`src/rtl/inst_fetch.sv`:
```
// Instruction fetch with a prefetch queue between the instruction ROM and if_id.
// Optional macro FETCH_BYPASS_EN lets an empty queue forward the ROM word in the same cycle.
`ifndef NopInst
`define NopInst 32'h00000013
`endif

module inst_fetch #(
    parameter int unsigned QDEPTH   = 4,
    parameter logic [31:0] RESET_PC = 32'h00000000
) (
    input  logic        clk,
    input  logic        rst,
    input  logic        stall_i,
    input  logic        branch_flag_i,
    input  logic [31:0] branch_target_i,
    output logic        rom_ce_o,
    output logic [31:0] addr_o,
    input  logic        rom_stall_i,
    input  logic [31:0] inst_i,
    output logic [31:0] if_pc_o,
    output logic [31:0] if_inst_o,
    output logic        if_valid_o,
    output logic        stall_req_o
);

    localparam int unsigned PW = $clog2(QDEPTH);
    localparam int unsigned CW = PW + 1;
    localparam logic [CW-1:0] FULL_CNT = CW'(QDEPTH);

    typedef enum logic [1:0] {
        S_IDLE  = 2'd0,
        S_FETCH = 2'd1,
        S_FLUSH = 2'd2
    } state_e;

    state_e        state_q, state_d;
    logic [31:0]   fetch_pc_q, fetch_pc_d;
    logic [PW-1:0] head_q, head_d;
    logic [PW-1:0] tail_q, tail_d;
    logic [CW-1:0] count_q, count_d;
    logic [31:0]   pc_mem_q   [QDEPTH];
    logic [31:0]   pc_mem_d   [QDEPTH];
    logic [31:0]   inst_mem_q [QDEPTH];
    logic [31:0]   inst_mem_d [QDEPTH];

    logic q_valid_s;
    logic full_s;
    logic pop_s;
    logic push_s;
    logic byp_s;
    logic byp_take_s;
    logic wr_en_s;

    // Handshake decode: what moves into and out of the queue this cycle.
    always_comb begin
        q_valid_s = (count_q != '0);
        full_s    = (count_q == FULL_CNT);
        pop_s     = q_valid_s && !stall_i && !branch_flag_i;
        push_s    = (state_q == S_FETCH) && !rom_stall_i && !branch_flag_i
                    && (!full_s || pop_s);
`ifdef FETCH_BYPASS_EN
        byp_s      = push_s && !q_valid_s;
        byp_take_s = byp_s && !stall_i;
`else
        byp_s      = 1'b0;
        byp_take_s = 1'b0;
`endif
        // A bypassed word consumed by if_id never occupies a queue slot.
        wr_en_s = push_s && !byp_take_s;
    end

    // Head presentation toward if_id; a pending redirect hides stale entries.
    always_comb begin
        rom_ce_o = (state_q != S_IDLE);
        addr_o   = fetch_pc_q;
        if (byp_s) begin
            if_valid_o = 1'b1;
            if_pc_o    = fetch_pc_q;
            if_inst_o  = inst_i;
        end else if (q_valid_s && !branch_flag_i) begin
            if_valid_o = 1'b1;
            if_pc_o    = pc_mem_q[head_q];
            if_inst_o  = inst_mem_q[head_q];
        end else begin
            if_valid_o = 1'b0;
            if_pc_o    = 32'h00000000;
            if_inst_o  = `NopInst;
        end
        stall_req_o = rst && !if_valid_o;
    end

    // Next-state for the FSM, fetch address, pointers and queue storage.
    always_comb begin
        state_d    = state_q;
        fetch_pc_d = fetch_pc_q;
        head_d     = head_q;
        tail_d     = tail_q;
        count_d    = count_q;
        pc_mem_d   = pc_mem_q;
        inst_mem_d = inst_mem_q;

        case (state_q)
            S_IDLE:  state_d = S_FETCH;
            S_FETCH: state_d = S_FETCH;
            S_FLUSH: state_d = S_FETCH;
            default: state_d = S_IDLE;
        endcase

        if (branch_flag_i) begin
            state_d    = S_FLUSH;
            fetch_pc_d = {branch_target_i[31:2], 2'b00};
            head_d     = '0;
            tail_d     = '0;
            count_d    = '0;
        end else begin
            if (wr_en_s) begin
                pc_mem_d[tail_q]   = fetch_pc_q;
                inst_mem_d[tail_q] = inst_i;
                tail_d             = tail_q + PW'(1);
            end else begin
                tail_d = tail_q;
            end
            if (push_s) begin
                fetch_pc_d = fetch_pc_q + 32'd4;
            end else begin
                fetch_pc_d = fetch_pc_q;
            end
            if (pop_s) begin
                head_d = head_q + PW'(1);
            end else begin
                head_d = head_q;
            end
            if (wr_en_s && !pop_s) begin
                count_d = count_q + CW'(1);
            end else if (!wr_en_s && pop_s) begin
                count_d = count_q - CW'(1);
            end else begin
                count_d = count_q;
            end
        end
    end

    // State registers; reset clears the queue without waiting for a clock.
    always_ff @(posedge clk or negedge rst) begin
        if (!rst) begin
            state_q    <= S_IDLE;
            fetch_pc_q <= RESET_PC;
            head_q     <= '0;
            tail_q     <= '0;
            count_q    <= '0;
            for (int i = 0; i < int'(QDEPTH); i++) begin
                pc_mem_q[i]   <= 32'h00000000;
                inst_mem_q[i] <= 32'h00000000;
            end
        end else begin
            state_q    <= state_d;
            fetch_pc_q <= fetch_pc_d;
            head_q     <= head_d;
            tail_q     <= tail_d;
            count_q    <= count_d;
            pc_mem_q   <= pc_mem_d;
            inst_mem_q <= inst_mem_d;
        end
    end

endmodule

```
`config.mk`:
```
export PLATFORM = sky130hd
export DESIGN_NAME = inst_fetch
export DESIGN_NICKNAME = d
export VERILOG_FILES = /design/src/rtl/inst_fetch.sv
export SDC_FILE = /design/constraint.sdc
export NUM_CORES = 1
export LEC_CHECK = 0
export ABC_AREA = 0
export BUFFER_PORTS_ARGS = -buffer_cell sky130_fd_sc_hd__clkbuf_2
export CELL_PAD_IN_SITES_DETAIL_PLACEMENT = 1
export CELL_PAD_IN_SITES_GLOBAL_PLACEMENT = 2
export CORE_ASPECT_RATIO = 1.25
export CORE_MARGIN = 1
export CORE_UTILIZATION = 32
export CTS_CLUSTER_SIZE = 14
export DETAILED_ROUTE_END_ITERATION = 16
export MAX_ROUTING_LAYER = met4
export PLACE_DENSITY = 0.66
export SLEW_MARGIN = 20
export SYNTH_ARGS = -nofsm -noshare
export SYNTH_HDL_FRONTEND = slang
export SYNTH_SLANG_ARGS = --single-unit
```
`constraint.sdc`:
```
create_clock -name clk -period 4.2 [get_ports clk]
set_input_delay 0.84 -clock clk [delete_from_list [all_inputs] [get_ports clk]]
set_output_delay 0.84 -clock clk [all_outputs]
set_load 0.02 [all_outputs]
```
**Word-level counts from Yosys, hierarchy flattened**

Index checks and enable logic that the tools add are counted.

- Flip-flop bits (word level): 297
- ROM bits: 0
- RAM bits: 0
- Logic and storage cells: 77
- Output and inout port bits: 99
- Bits in latches: 0
- Memories kept: 0

- Divide/modulo/power cells: 0
- Reductions and logical operators: 26
- Bitwise gates (word level): 3
- Magnitude comparators: 3
- Eq/ne operators: 3
- Shift-type cells: 0
- Mux-type cells: 24
- Add/sub/neg operators: 5
- Multiply operators: 0

Operators by type and width:

| operator | count |
|---|---|
| $mux W32 | 9 |
| $bwmux W128 | 2 |
| $bmux W32 S2 | 2 |
| $demux W32 S2 | 1 |
| $add A32 B3 Y32 const B | 1 |
| $logic_and A1 B1 Y1 | 10 |
| $mux W2 | 5 |
| $mux W3 | 3 |
| $logic_not A1 Y1 | 7 |
| $ge A3 B3 Y1 const B | 2 |
| $not A2 Y3 | 2 |
| $reduce_bool A2 Y1 | 3 |
| $reduce_bool A3 Y1 | 2 |
| $add A2 B1 Y2 const B | 2 |
| $add A3 B1 Y3 const B | 1 |
| $eq A3 B3 Y1 const B | 1 |
| $lt A3 B1 Y1 const B | 1 |
| $reduce_or A3 Y1 | 1 |
| $sub A3 B1 Y3 const B | 1 |
| $eq A2 B1 Y1 const B | 1 |
| $eq A2 B2 Y1 const B | 1 |
| $logic_not A2 Y1 | 1 |
| $mux W1 | 2 |
| $reduce_and A2 Y1 | 1 |
| other kinds (2) | 2 |

**Longest topological paths before layout**

- Depth in word-level cells: 10
- Mapped depth: 9
- Gate-level depth less buffers: 9

**Worst setup path after synthesis**

No wires, ideal clock.

- Kind: input -> output
- Start: in branch_flag_i
- End: out if_pc_o[22]
- Setup slack: 1.423 ns
- Path buffers: 2
- Stages on the path: 4
- Arrival: 1.937 ns
- Cell sequence: clkbuf_1 nor2_1 clkbuf_1 and2_1

- Word-level cells in the longest chain between the ends: 3

RTL lines:

| item | line | text |
|---|---|---|
| start, declared | 14 | `input logic branch_flag_i,` |
| $logic_not A1 Y1 | 80 | `end else if (q_valid_s && !branch_flag_i) begin` |
| $logic_and A1 B1 Y1 | 80 |  |
| $mux W32 | 80 |  |
| end, declared | 20 | `output logic [31:0] if_pc_o,` |

No other way between the ends.

**Worst setup path in the final report**

- Start: reg head_q[0]
- End: out if_pc_o[22]

- Word-level cells in the longest chain between the ends: 5

RTL lines:

| item | line | text |
|---|---|---|
| start, declared | 38 | `logic [PW-1:0] head_q, head_d;` |
| start signal, assigned | 148 | `head_q <= '0;` |
| start signal, assigned | 158 | `head_q <= head_d;` |
| $not A2 Y3 (not written as such) | 82 | `if_pc_o = pc_mem_q[head_q];` |
| $bmux W32 S2 | 82 |  |
| $mux W32 (not written as such) (2 in series) | 82 |  |
| $mux W32 | 80 |  |

No other way between the ends. The select of a mux whose other input is x is not followed.

==> out/results.ini <==
[status]
status = finished clean

[finish]
fin_nets = 1173
drive_gt1_frac = 0.4866
final_common_cell = dfrtp_1
area_growth_pct = 19.32
final_cell_mix = 285 x dfrtp_1, 230 x mux2_2, 160 x clkbuf_2, 62 x mux4_2, 62 x and2_1
nFillCells = 4377
fin_area_um2 = 15910

[critical_path]
cpPeakStageDelay_ps = 790
endpoint_kind = output pin
path_class = flip-flop to output pin
required_ps = 3360
worstRegToRegCells = 6
worst_path_max_delay_cell = dfrtp_4
arrival_ps = 2610
crit_fanout = 23
critPathLaunchType = flip-flop
path_cells = buf_4 -> mux4_2 -> and2_1 -> clkbuf_2

[die]
row_count = 83
die_w_um = 184.6
core_um2 = 41120
die_area_um2 = 42500
start_util = 0.3243
ios = 168
die_y_um = 230.2

[route]
ant_nets = 0
via_per_inst = 5.089
drt-total-wl_um = 35480
num_vias = 8508
drt_iter0_markers = 340
wl_per_cell_um = 21.22
firstDrtPassIters = 4
drc = 0

[synth]
synth-seq-cells = 287
synth-main-ff-cell = dfrtp_1
async_reset_ff_frac = 1.000
ys_seq_area_frac = 0.5385
yosysWarnings = 0
syn_area_um2 = 13340
syn_inst = 944
synth.distinct_cells = 51
syn_area_per_cell_um2 = 14.13
synth_edf_count = 0

[sta]
max_freq_ghz = 0.2900
clock_skew_ps = 19.07
timing.slew.headroom = 0.3215
layout_setup_ws_ps = 751.1
grt_setup_unrepaired = false
final.setup.tns_ps = 0
fin_crit_sh = 0.8212
tightest_slew_ps = 1018
timing.final.crit_period_ps = 3449
finalSetupViolCount = 0
slew_violations = 0
hold_viol = 0

[power_and_ir_drop]
swShare = 0.2691
p_total_w = 0.007589
switchingPower_w = 0.002042
peakVddDrop_mv = 0.2100
p_int_w = 0.005547
seqPwrFrac = 0.437
combPwrFrac = 0.181
clockPowerShare = 0.382
power.leakage_nw = 7.526
powerDensity_nw_per_um2 = 476.9

[placement]
place_congestion = 0.7099
hpwl_um = 22040
port_buffers = 161
place_area_um2 = 14820
dpl_worst_slack_ps = 1007

[clocking]
cts.sinks = 287
h-tree-depth = 2
worstSkewPairLatency_ps = 520
numCtsBuffers = 34
cts_tree = yes
cts_max_path_buffers = 3
ctsResizeCount = 0
path_clk_slew_ps = 60
cts_root_buf = clkbuf_16
postCtsSetupBuffers = 0
cts_hold_buf = 0

[grt]
grt_pass1_wl_um = 56810
grt.total_usage = 0.1805
grt_pass1_vias = 9470
grt_max_degree = 171
antenna_found_initial = 2
grt-ovfl-total = 0

[run]
max_cap_viol_count = 0

[worst_hold_path]
hold_class = input pin to asynchronous set/reset pin

==> cells by family (layout without fill, tap and decap cells) <==
| kind of cell | Yosys count | count (layout) | synth area share |
|---|---|---|---|
| DFF | 287 | 287 | 0.5385 |
| and+or+nand+nor | 189 | 189 | 0.07871 |
| other | 1 | 6 | 0.0002812 |
| adders and majority gates | 6 | 6 | 0.006192 |
| buffers and inverters | 77 | 248 | 0.02627 |
| AOI/OAI and AO/OA | 78 | 78 | 0.04034 |
| muxes | 301 | 301 | 0.3064 |
| xor gates and xnor gates | 5 | 5 | 0.003284 |
==> flip-flops by register name, indices dropped and copies added, names as in the netlist <==
| signal | count |
|---|---|
| pc_mem_q | 120 |
| tail_q | 2 |
| head_q | 2 |
| addr_o | 30 |
| inst_mem_q | 128 |
| state_q | 2 |
| count_q | 3 |
==> layout make-up <==
type	instances	area, um2	share of cell area
repair buffers	184	1051	0.06605
well taps	552	690.7	0.04340
flip-flops and latches	287	7189	0.4518
diodes	2	5.005	0.0003145
multi-input cells	583	5854	0.3679
clock inverters	5	56.30	0.003538
clock buffers	51	1036	0.06510
inverters	8	30.03	0.001887
==> critical path: cells and delay by family, from the launching register on <==
| kind | cells | cell delay [ps] |
|---|---|---|
| buf+inv | 2 | 560 |
| flops | 1 | 790 |
| mux | 1 | 560 |
| simple gates | 1 | 190 |
==> synthesized netlist by cell type (all sizes together) (2+ instances only) <==
cell type	number	area share
a32oi	2	0.0013
buf	40	0.016
clkbuf	29	0.0082
nand4	12	0.0061
mux4	62	0.10
or3	4	0.0019
clkinv	2	0.00056
o21ai	25	0.0094
xor2	3	0.0020
and3	2	0.00094
a31oi	3	0.0014
nor2b	2	0.00094
nor2	18	0.0051
a221o	5	0.0038
a21oi	9	0.0034
o311ai	12	0.0079
dfrtp	287	0.54
ha	5	0.0047
mux2	238	0.20
nand2	56	0.016
or4b	2	0.0015
inv	6	0.0017
nand3	18	0.0068
o211ai	10	0.0056
xnor2	2	0.0013
nor3	5	0.0023
o31ai	2	0.0011
and2	62	0.029
a31o	3	0.0020
nor4	4	0.0053
==> metrics by stage <==
stage | hold WS (ps) | instances | util
floorplan | 426.7 | 947 | -
global placement | 443.0 | 1614 | 0.3603
detailed placement | 459.6 | 1614 | 0.3603
CTS | 272.5 | 1670 | 0.3868
global route | 285.3 | 1672 | 0.3869
finish | 280.2 | 1672 | 0.3869
==> power by group through the flow <==
stage / Sequential (W) / Combinational (W) / Clock [W]
6_report: 0.00332 / 0.00138 / 0.00290
5_1_grt: 0.00337 / 0.00151 / 0.00312
4_1_cts: 0.00332 / 0.00142 / 0.00301
3_5_place_dp: 0.00337 / 0.00141 / 0
3_3_place_gp: 0.00335 / 0.00139 / 0
2_1_floorplan: 0.00326 / 0.000987 / 0
==> worst paths after layout <==
path | to | from | slack (ps)
worst min register to register | state_q[0] | state_q[0] | 470
worst min-delay path | inst_mem_q[104] | rst | 280
worst max-delay path | if_pc_o[22] | head_q[0] | 750
max in group asynchronous | pc_mem_q[49] | rst | 2560
min in group clk | state_q[0] | state_q[0] | 470
worst max register to register | addr_o[31] | state_q[1] | 1580
==> routing by layer <==
metal | track usage | routed length, um
met5 | - | 0
met4 | 0.04401 | 644
met3 | 0.03389 | 1539
met2 | 0.2946 | 17590
met1 | 0.2300 | 15710
(Power assumes the default switching activity.)
